## src/rtl/awb_gain_est_if.sv

```systemverilog
// Pixel-tap and gain-publish bundle between the Bayer pixel source, the AWB
// estimator and the colour-correction stage that consumes the gains.
interface awb_gain_est_if;
  logic        clken;
  logic [7:0]  din;
  logic [3:0]  bayer_state_start;
  logic [10:0] h_active_in;
  logic [10:0] v_active_in;
  logic        awb_en;
  logic [7:0]  r_gain_out;
  logic [7:0]  g_gain_out;
  logic [7:0]  b_gain_out;
  logic        gain_valid;
  logic        busy;

  // Source side: drives the pixel stream and frame controls, receives gains.
  modport master (
    output clken, din, bayer_state_start, h_active_in, v_active_in, awb_en,
    input  r_gain_out, g_gain_out, b_gain_out, gain_valid, busy
  );

  // Estimator side.
  modport slave (
    input  clken, din, bayer_state_start, h_active_in, v_active_in, awb_en,
    output r_gain_out, g_gain_out, b_gain_out, gain_valid, busy
  );
endinterface

```

## src/rtl/awb_gain_est.sv

```systemverilog
// Gray-world AWB estimator: per-frame R/G/B sums, then two sequential restoring
// divisions produce 1.7 fixed-point red/blue gains relative to green.
module awb_gain_est #(
  parameter int ACC_W    = 30,
  parameter int DIV_BITS = 9
) (
  input logic          clk,
  input logic          rst,
  awb_gain_est_if.slave bus
);

  // Wide enough for both the dividend (sum<<6) and the divisor shifted by DIV_BITS.
  localparam int W      = ACC_W + DIV_BITS + 1;
  localparam int N_SHIFT = 6;
  localparam logic [3:0] CNT_INIT = 4'(DIV_BITS - 1);

  typedef enum logic [2:0] {
    IDLE   = 3'd0,
    LATCH  = 3'd1,
    DIV_R  = 3'd2,
    DIV_B  = 3'd3,
    UPDATE = 3'd4
  } state_t;

  state_t               state_q, state_d;
  logic [10:0]          h_cnt_q, h_cnt_d;
  logic [10:0]          v_cnt_q, v_cnt_d;
  logic [ACC_W-1:0]     r_sum_q, r_sum_d, g_sum_q, g_sum_d, b_sum_q, b_sum_d;
  logic [ACC_W-1:0]     r_snap_q, r_snap_d, g_snap_q, g_snap_d, b_snap_q, b_snap_d;
  logic [W-1:0]         n_q, n_d;
  logic [W-1:0]         rem_q, rem_d;
  logic [W-1:0]         dsh_q, dsh_d;
  logic [DIV_BITS-1:0]  quot_q, quot_d;
  logic [3:0]           cnt_q, cnt_d;
  logic                 ovf_q, ovf_d;
  logic                 zero_q, zero_d;
  logic [7:0]           r_res_q, r_res_d;
  logic [7:0]           b_res_q, b_res_d;
  logic [7:0]           r_gain_q, r_gain_d;
  logic [7:0]           b_gain_q, b_gain_d;
  logic                 gain_valid_q, gain_valid_d;
  logic                 busy_q, busy_d;

  logic                 h_last_s, v_last_s, frame_end_s;
  logic [3:0]           colour_s;
  logic [ACC_W-1:0]     r_add_s, g_add_s, b_add_s;
  logic [ACC_W-1:0]     r_next_s, g_next_s, b_next_s;
  logic [W-1:0]         n_new_s, rem_sub_s;
  logic                 rem_ge_s;
  logic [DIV_BITS-1:0]  quot_next_s;

  // Colour of the current site: odd column swaps within a row pair, odd row swaps rows.
  function automatic logic [3:0] pixel_colour(input logic [3:0] start,
                                              input logic odd_col,
                                              input logic odd_row);
    logic [3:0] c;
    case (start)
      4'b0001, 4'b0010, 4'b0100, 4'b1000: c = start;
      default:                            c = 4'b0001;
    endcase
    if (odd_col) c = {c[2], c[3], c[0], c[1]};
    else         c = c;
    if (odd_row) c = {c[1], c[0], c[3], c[2]};
    else         c = c;
    return c;
  endfunction

  function automatic logic [7:0] clamp_gain(input logic zero,
                                            input logic ovf,
                                            input logic [DIV_BITS-1:0] q);
    logic [7:0] g;
    if (zero)                              g = 8'h80;
    else if (ovf || (q > DIV_BITS'(8'hFF))) g = 8'hFF;
    else                                   g = q[7:0];
    return g;
  endfunction

  assign h_last_s    = (h_cnt_q == (bus.h_active_in - 11'd1));
  assign v_last_s    = (v_cnt_q == (bus.v_active_in - 11'd1));
  assign frame_end_s = bus.clken && h_last_s && v_last_s;
  assign colour_s    = pixel_colour(bus.bayer_state_start, h_cnt_q[0], v_cnt_q[0]);

  assign r_add_s  = colour_s[2] ? ACC_W'(bus.din) : '0;
  assign g_add_s  = (colour_s[0] || colour_s[3]) ? ACC_W'(bus.din) : '0;
  assign b_add_s  = colour_s[1] ? ACC_W'(bus.din) : '0;
  assign r_next_s = r_sum_q + r_add_s;
  assign g_next_s = g_sum_q + g_add_s;
  assign b_next_s = b_sum_q + b_add_s;

  // Gsum/2 * 128: two green sites per red/blue site.
  assign n_new_s     = W'(g_snap_q) << N_SHIFT;
  assign rem_ge_s    = (rem_q >= dsh_q);
  assign rem_sub_s   = rem_q - dsh_q;
  assign quot_next_s = {quot_q[DIV_BITS-2:0], rem_ge_s};

  // Next-state logic for the counters, accumulators and division FSM.
  always_comb begin
    state_d      = state_q;
    h_cnt_d      = h_cnt_q;
    v_cnt_d      = v_cnt_q;
    r_sum_d      = r_sum_q;
    g_sum_d      = g_sum_q;
    b_sum_d      = b_sum_q;
    r_snap_d     = r_snap_q;
    g_snap_d     = g_snap_q;
    b_snap_d     = b_snap_q;
    n_d          = n_q;
    rem_d        = rem_q;
    dsh_d        = dsh_q;
    quot_d       = quot_q;
    cnt_d        = cnt_q;
    ovf_d        = ovf_q;
    zero_d       = zero_q;
    r_res_d      = r_res_q;
    b_res_d      = b_res_q;
    r_gain_d     = r_gain_q;
    b_gain_d     = b_gain_q;
    gain_valid_d = 1'b0;

    if (bus.clken) begin
      if (h_last_s) begin
        h_cnt_d = 11'd0;
        if (v_last_s) v_cnt_d = 11'd0;
        else          v_cnt_d = v_cnt_q + 11'd1;
      end else begin
        h_cnt_d = h_cnt_q + 11'd1;
      end

      // A frame end while busy still restarts the sums but drops the snapshot.
      if (frame_end_s) begin
        r_sum_d = '0;
        g_sum_d = '0;
        b_sum_d = '0;
        if (state_q == IDLE) begin
          r_snap_d = r_next_s;
          g_snap_d = g_next_s;
          b_snap_d = b_next_s;
        end else begin
          r_snap_d = r_snap_q;
        end
      end else begin
        r_sum_d = r_next_s;
        g_sum_d = g_next_s;
        b_sum_d = b_next_s;
      end
    end else begin
      h_cnt_d = h_cnt_q;
    end

    case (state_q)
      IDLE: begin
        if (frame_end_s) state_d = LATCH;
        else             state_d = IDLE;
      end
      LATCH: begin
        n_d     = n_new_s;
        rem_d   = n_new_s;
        dsh_d   = W'(r_snap_q) << (DIV_BITS - 1);
        ovf_d   = n_new_s >= (W'(r_snap_q) << DIV_BITS);
        zero_d  = (r_snap_q == '0);
        quot_d  = '0;
        cnt_d   = CNT_INIT;
        state_d = DIV_R;
      end
      DIV_R, DIV_B: begin
        rem_d  = rem_ge_s ? rem_sub_s : rem_q;
        quot_d = quot_next_s;
        dsh_d  = dsh_q >> 1;
        cnt_d  = cnt_q - 4'd1;
        if (cnt_q == 4'd0) begin
          if (state_q == DIV_R) begin
            r_res_d = clamp_gain(zero_q, ovf_q, quot_next_s);
            rem_d   = n_q;
            dsh_d   = W'(b_snap_q) << (DIV_BITS - 1);
            ovf_d   = n_q >= (W'(b_snap_q) << DIV_BITS);
            zero_d  = (b_snap_q == '0);
            quot_d  = '0;
            cnt_d   = CNT_INIT;
            state_d = DIV_B;
          end else begin
            b_res_d = clamp_gain(zero_q, ovf_q, quot_next_s);
            state_d = UPDATE;
          end
        end else begin
          state_d = state_q;
        end
      end
      UPDATE: begin
        if (bus.awb_en) begin
          r_gain_d     = r_res_q;
          b_gain_d     = b_res_q;
          gain_valid_d = 1'b1;
        end else begin
          gain_valid_d = 1'b0;
        end
        state_d = IDLE;
      end
      default: state_d = IDLE;
    endcase
  end

  assign busy_d = (state_d != IDLE);

  // State and output registers.
  always_ff @(posedge clk or posedge rst) begin
    if (rst) begin
      state_q      <= IDLE;
      h_cnt_q      <= 11'd0;
      v_cnt_q      <= 11'd0;
      r_sum_q      <= '0;
      g_sum_q      <= '0;
      b_sum_q      <= '0;
      r_snap_q     <= '0;
      g_snap_q     <= '0;
      b_snap_q     <= '0;
      n_q          <= '0;
      rem_q        <= '0;
      dsh_q        <= '0;
      quot_q       <= '0;
      cnt_q        <= 4'd0;
      ovf_q        <= 1'b0;
      zero_q       <= 1'b0;
      r_res_q      <= 8'h80;
      b_res_q      <= 8'h80;
      r_gain_q     <= 8'h80;
      b_gain_q     <= 8'h80;
      gain_valid_q <= 1'b0;
      busy_q       <= 1'b0;
    end else begin
      state_q      <= state_d;
      h_cnt_q      <= h_cnt_d;
      v_cnt_q      <= v_cnt_d;
      r_sum_q      <= r_sum_d;
      g_sum_q      <= g_sum_d;
      b_sum_q      <= b_sum_d;
      r_snap_q     <= r_snap_d;
      g_snap_q     <= g_snap_d;
      b_snap_q     <= b_snap_d;
      n_q          <= n_d;
      rem_q        <= rem_d;
      dsh_q        <= dsh_d;
      quot_q       <= quot_d;
      cnt_q        <= cnt_d;
      ovf_q        <= ovf_d;
      zero_q       <= zero_d;
      r_res_q      <= r_res_d;
      b_res_q      <= b_res_d;
      r_gain_q     <= r_gain_d;
      b_gain_q     <= b_gain_d;
      gain_valid_q <= gain_valid_d;
      busy_q       <= busy_d;
    end
  end

  assign bus.r_gain_out = r_gain_q;
  assign bus.g_gain_out = 8'h80;
  assign bus.b_gain_out = b_gain_q;
  assign bus.gain_valid = gain_valid_q;
  assign bus.busy       = busy_q;

endmodule

```

## src/flat_wrapper.sv

```systemverilog
// flat-port wrapper written by rule: the top's interface ports become plain ports
module awb_gain_est_flat 
#(
  parameter int ACC_W    = 30,
  parameter int DIV_BITS = 9
)
  (clk, rst, bus_clken, bus_din, bus_bayer_state_start, bus_h_active_in, bus_v_active_in, bus_awb_en, bus_r_gain_out, bus_g_gain_out, bus_b_gain_out, bus_gain_valid, bus_busy);
  awb_gain_est_if bus_i ();
  input logic clk;
  input logic rst;
  input wire logic [$bits(bus_i.clken)-1:0] bus_clken;
  input wire logic [$bits(bus_i.din)-1:0] bus_din;
  input wire logic [$bits(bus_i.bayer_state_start)-1:0] bus_bayer_state_start;
  input wire logic [$bits(bus_i.h_active_in)-1:0] bus_h_active_in;
  input wire logic [$bits(bus_i.v_active_in)-1:0] bus_v_active_in;
  input wire logic [$bits(bus_i.awb_en)-1:0] bus_awb_en;
  output wire logic [$bits(bus_i.r_gain_out)-1:0] bus_r_gain_out;
  output wire logic [$bits(bus_i.g_gain_out)-1:0] bus_g_gain_out;
  output wire logic [$bits(bus_i.b_gain_out)-1:0] bus_b_gain_out;
  output wire logic [$bits(bus_i.gain_valid)-1:0] bus_gain_valid;
  output wire logic [$bits(bus_i.busy)-1:0] bus_busy;
  assign bus_i.clken = bus_clken;
  assign bus_i.din = bus_din;
  assign bus_i.bayer_state_start = bus_bayer_state_start;
  assign bus_i.h_active_in = bus_h_active_in;
  assign bus_i.v_active_in = bus_v_active_in;
  assign bus_i.awb_en = bus_awb_en;
  assign bus_r_gain_out = bus_i.r_gain_out;
  assign bus_g_gain_out = bus_i.g_gain_out;
  assign bus_b_gain_out = bus_i.b_gain_out;
  assign bus_gain_valid = bus_i.gain_valid;
  assign bus_busy = bus_i.busy;
  awb_gain_est #(.ACC_W(ACC_W), .DIV_BITS(DIV_BITS)) u_core (.clk(clk), .rst(rst), .bus(bus_i));
endmodule
```

## config.mk

```make
export PLATFORM = sky130hd
export DESIGN_NAME = awb_gain_est_flat
export DESIGN_NICKNAME = d
export VERILOG_FILES = /design/src/rtl/awb_gain_est_if.sv /design/src/rtl/awb_gain_est.sv /design/src/flat_wrapper.sv
export SDC_FILE = /design/constraint.sdc
export NUM_CORES = 1
export LEC_CHECK = 0
export CORE_UTILIZATION = 50
export CTS_BUF_LIST = sky130_fd_sc_hd__clkbuf_8
export CTS_CLUSTER_DIAMETER = 30
export CTS_CLUSTER_SIZE = 10
export DETAILED_ROUTE_END_ITERATION = 8
export GPL_TIMING_DRIVEN = 0
export PLACE_DENSITY_LB_ADDON = 0.1
export SYNTH_ARGS = -nofsm -noshare
export SYNTH_HDL_FRONTEND = slang
export SYNTH_SLANG_ARGS = --single-unit
```

## constraint.sdc

```tcl
create_clock -name clk -period 12 [get_ports clk]
set_input_delay 1.8 -clock clk [delete_from_list [all_inputs] [get_ports clk]]
set_output_delay 1.8 -clock clk [all_outputs]
set_load 0.1 [all_outputs]
```

==> impl_metrics.yaml <==
finish:
  drive_gt1_frac: 0.0919
  num_antenna_cells: 0
  stdcell_area_um2: 25800
  fin_nets: 2928
  area_delta_synth_final_pct: 16.0
  stdcell_count: 3424
floorplanning:
  start_util: 0.511
  io_pins: 64
  die_w_um: 213
  die_y_um: 213
  core_um2: 43600
  rows: 76
  die_area_um2: 45400
critical_path:
  cp_top_family: "compound AO/OA/AOI/OAI gates"
  cp.arrival_ns: 6.70
  cp_cell_sequence: "clkdlybuf4s50_1 -> nor2_1 -> or2_2 -> a221oi_1 -> o32a_1 -> nand2b_1 -> inv_1 -> ha_1 -> a21o_1 -> a21oi_1 -> o21ai_0 -> a21oi_1 -> o21ai_0 -> a21oi_1 -> nor2_1 -> nand3_1 -> xor2_1 -> o21ai_1"
  r2r_slack_ns: 7.09
  worstSetupStartpointType: "primary input"
  required_ns: 12.55
  cpMaxStageDelayCell: "a21oi_1"
  crit_path_end_kind: "flop"
  cp_max_fo: 10
  critPathMostFrequentCell: "a21oi_1"
  path_class: "primary input to flop"
  path_buf_inv: 2
  cpPeakStageDelay_ns: 0.78
placement:
  dp.cells: 3255
  place_hpwl_um: 51500
  gp_congestion: 0.933
  post-place-ws_ns: 4.93
  placed_area_um2: 23700
  port_buffers: 55
pwr:
  p_leak_uw: 0.0115
  netSwitchingFraction: 0.319
  combPwrFrac: 0.238
  power_density_nw_per_um2: 161
  peakVddDrop_mv: 0.103
  p_int_uw: 2830
  clkPwrFrac: 0.423
  seq_power_share: 0.338
  power.total_uw: 4150
  switchingPower_uw: 1330
clocking:
  cts.sinks: 361
  htreeDepth: 3
  clkTransAtPathRegs_ns: 0.06
  cts_setup_buffers: 0
  clock_latency_ns: 0.68
  postCtsHoldBufs: 0
  cts_buffers: 92
  cts_buffer_depth: 3
  cts_root_buf: "clkbuf_8"
  post_cts_resized: 0
  cts_tree: "done"
timing:
  setup_ws_ns: 5.86
  final.setup.tns_ns: 0
  rsz0062_at_grt: "false"
  tightest_slew_ns: 0.980
  max-slew-margin-rel: 0.345
  setup_violations: 0
  finalHoldViolCount: 0
  fmaxAchievable_ghz: 0.163
  clock_skew_ns: 0.0252
  slew_violations: 0
  fin_crit_sh: 0.512
  post-route-min-period_ns: 6.14
detailed_routing:
  vias_per_cell: 5.76
  drt-total-wl_um: 67400
  dr.first_iter.drc_count: 1575
  wl_per_cell_um: 19.7
  vias: 19700
  first_pass_iters: 7
  route.detailed.drc: 0
  antenna_left: 0
synth:
  synth.distinct_cells: 86
  yosysTopAreaCell: "dfrtp_1"
  syn_avg_cell_area_um2: 8.55
  synth_cells: 2606
  synth.most_common_cell: "nand2_1"
  yosys-top-cells-count: "nand2_1 (425), dfrtp_1 (357), o21ai_0 (241)"
  synthTopCellsByArea: "dfrtp_1 (40%), nand2_1 (7.2%), ha_1 (6.9%), o21ai_0 (5.4%), xnor2_1 (3.4%)"
  synth_area_um2: 22300
  synth_flop_cell: "dfrtp_1"
  yosysTopAreaCellShare: 0.401
  yosysWarnings: 0
  synth_edf_count: 0
  ys_ff_latch: 361
  synthArstFlopShare: 1.00
  synth.yosys.seq_area_share: 0.406
global_routing:
  grt_first_pass_wirelength_um: 107000
  grt_pass1_vias: 19700
  grt-ovfl-total: 0
  antenna_found_initial: 0
  grtUsageTotal: 0.306
  grt_max_degree: 125
status:
  status: "complete, no violations"
worst_hold_path:
  min_path_type: "flop to flop"
flow_run:
  max_cap_viol_count: 0
## per-stage QoR
stage                util  hold slack, ns
finish              0.593           0.483
global placement    0.541           0.464
floorplan               -           0.443
global route        0.593           0.499
detailed placement  0.544           0.466
CTS                 0.593           0.480
## power by group through the flow
stage	Clock (µW)	Sequential, µW	Combinational (µW)
final	1760	1400	989
after global routing	1840	1420	1100
after CTS	1780	1400	978
after detailed placement	0	1420	972
after global placement	0	1420	947
after floorplan	0	1430	717
## kinds of logic after synthesis
kind of cell	share of synthesized area
xor gates and xnor gates	0.0586
and+or+nand+nor	0.182
buffers and inverters	0.0561
adders and majority gates	0.0721
DFF	0.406
muxes	0.0174
AOI/OAI and AO/OA	0.208
other	0.000337
## area by class of cell
cell class,count,area [µm²]
clock inverters,60,651
plain buffers,137,648
clock buffers,109,1500
flip-flops and latches,361,9040
multi-input cells,1954,12000
inverters,160,608
repair buffers,58,633
fillers,3995,17700
well taps,585,732
## per-layer routing
metal | global-route usage | routed length, µm | part of all wire
met1 | 0.394 | 29500 | 0.44
met2 | 0.510 | 32000 | 0.48
met3 | 0.0453 | 3280 | 0.049
met4 | 0.130 | 2580 | 0.038
met5 | 0 | 0 | 0
## worst register-to-register path: stages, from the launching register on
cell      delay, ns
dfrtp_1        0.39
buf_2          0.19
nor3b_1        0.24
a21oi_1        0.06
o32a_1         0.29
o32a_1         0.32
nor2b_1        0.16
ha_1           0.17
inv_1          0.06
fa_1           0.40
nor2b_1        0.12
o21ai_0        0.12
a21boi_0       0.26
o21ai_0        0.15
a21oi_1        0.40
o21bai_1       0.26
nor2_1         0.63
nand4_1        0.27
xor2_1         0.23
o21ai_1        0.07
## layout by cell type, fill, tap and decap left out, types with 9 or more instances in the layout
cell	instances
clkbuf_8	109
and2_1	40
xnor2_1	86
ha_1	122
nand2b_1	15
clkbuf_1	92
a21o_1	34
a22o_1	20
o2bb2ai_1	11
clkdlybuf4s50_1	55
o31ai_1	30
o211ai_1	69
o21ai_0	241
clkinv_2	23
inv_1	168
a31oi_1	31
xor2_1	63
nor3_1	29
and4_1	11
nor2_1	146
nor4_1	22
bufinv_16	13
nand3_1	40
a21oi_1	131
buf_6	9
buf_2	10
o21ai_1	92
mux2_2	29
and3_1	34
nand4_1	32
nor2b_1	39
buf_1	11
nand2_1	425
dfrtp_1	357
o22ai_1	15
buf_4	14
o21a_1	12
## flip-flops by register name (all words and copies together) (netlist names)
signal and flops:
u_core.rem_q 40, u_core.dsh_q 38, u_core.b_snap_q 30, u_core.b_sum_q 30, u_core.g_snap_q 30, u_core.g_sum_q 30, u_core.n_q 30, u_core.r_snap_q 30
u_core.r_sum_q 30, u_core.h_cnt_q 11, u_core.v_cnt_q 11, u_core.b_res_q 8, u_core.bus.b_gain_out 8, u_core.bus.r_gain_out 8, u_core.quot_q 8, u_core.r_res_q 8
u_core.cnt_q 4, u_core.state_q 3, u_core.bus.busy 1, u_core.bus.gain_valid 1, u_core.ovf_q 1, u_core.zero_q 1
## worst paths after layout
check / start / to / depth (start not counted)
worst max register to register: u_core.h_cnt_q[0]$_DFFE_PP0P_ / u_core.r_snap_q[26]$_DFFE_PP0P_ / 19
worst min-delay path: u_core.rem_q[2]$_DFFE_PP0P_ / u_core.rem_q[2]$_DFFE_PP0P_ / 2
min in group asynchronous: rst / u_core.dsh_q[7]$_DFFE_PP0P_ / 2
worst max-delay path: bus_bayer_state_start[3] / u_core.b_snap_q[29]$_DFFE_PP0P_ / 18
max in group asynchronous: rst / u_core.g_sum_q[29]$_DFFE_PP0P_ / 4
worst min register to register: u_core.rem_q[2]$_DFFE_PP0P_ / u_core.rem_q[2]$_DFFE_PP0P_ / 2
Power figures use the tool's default switching activity.
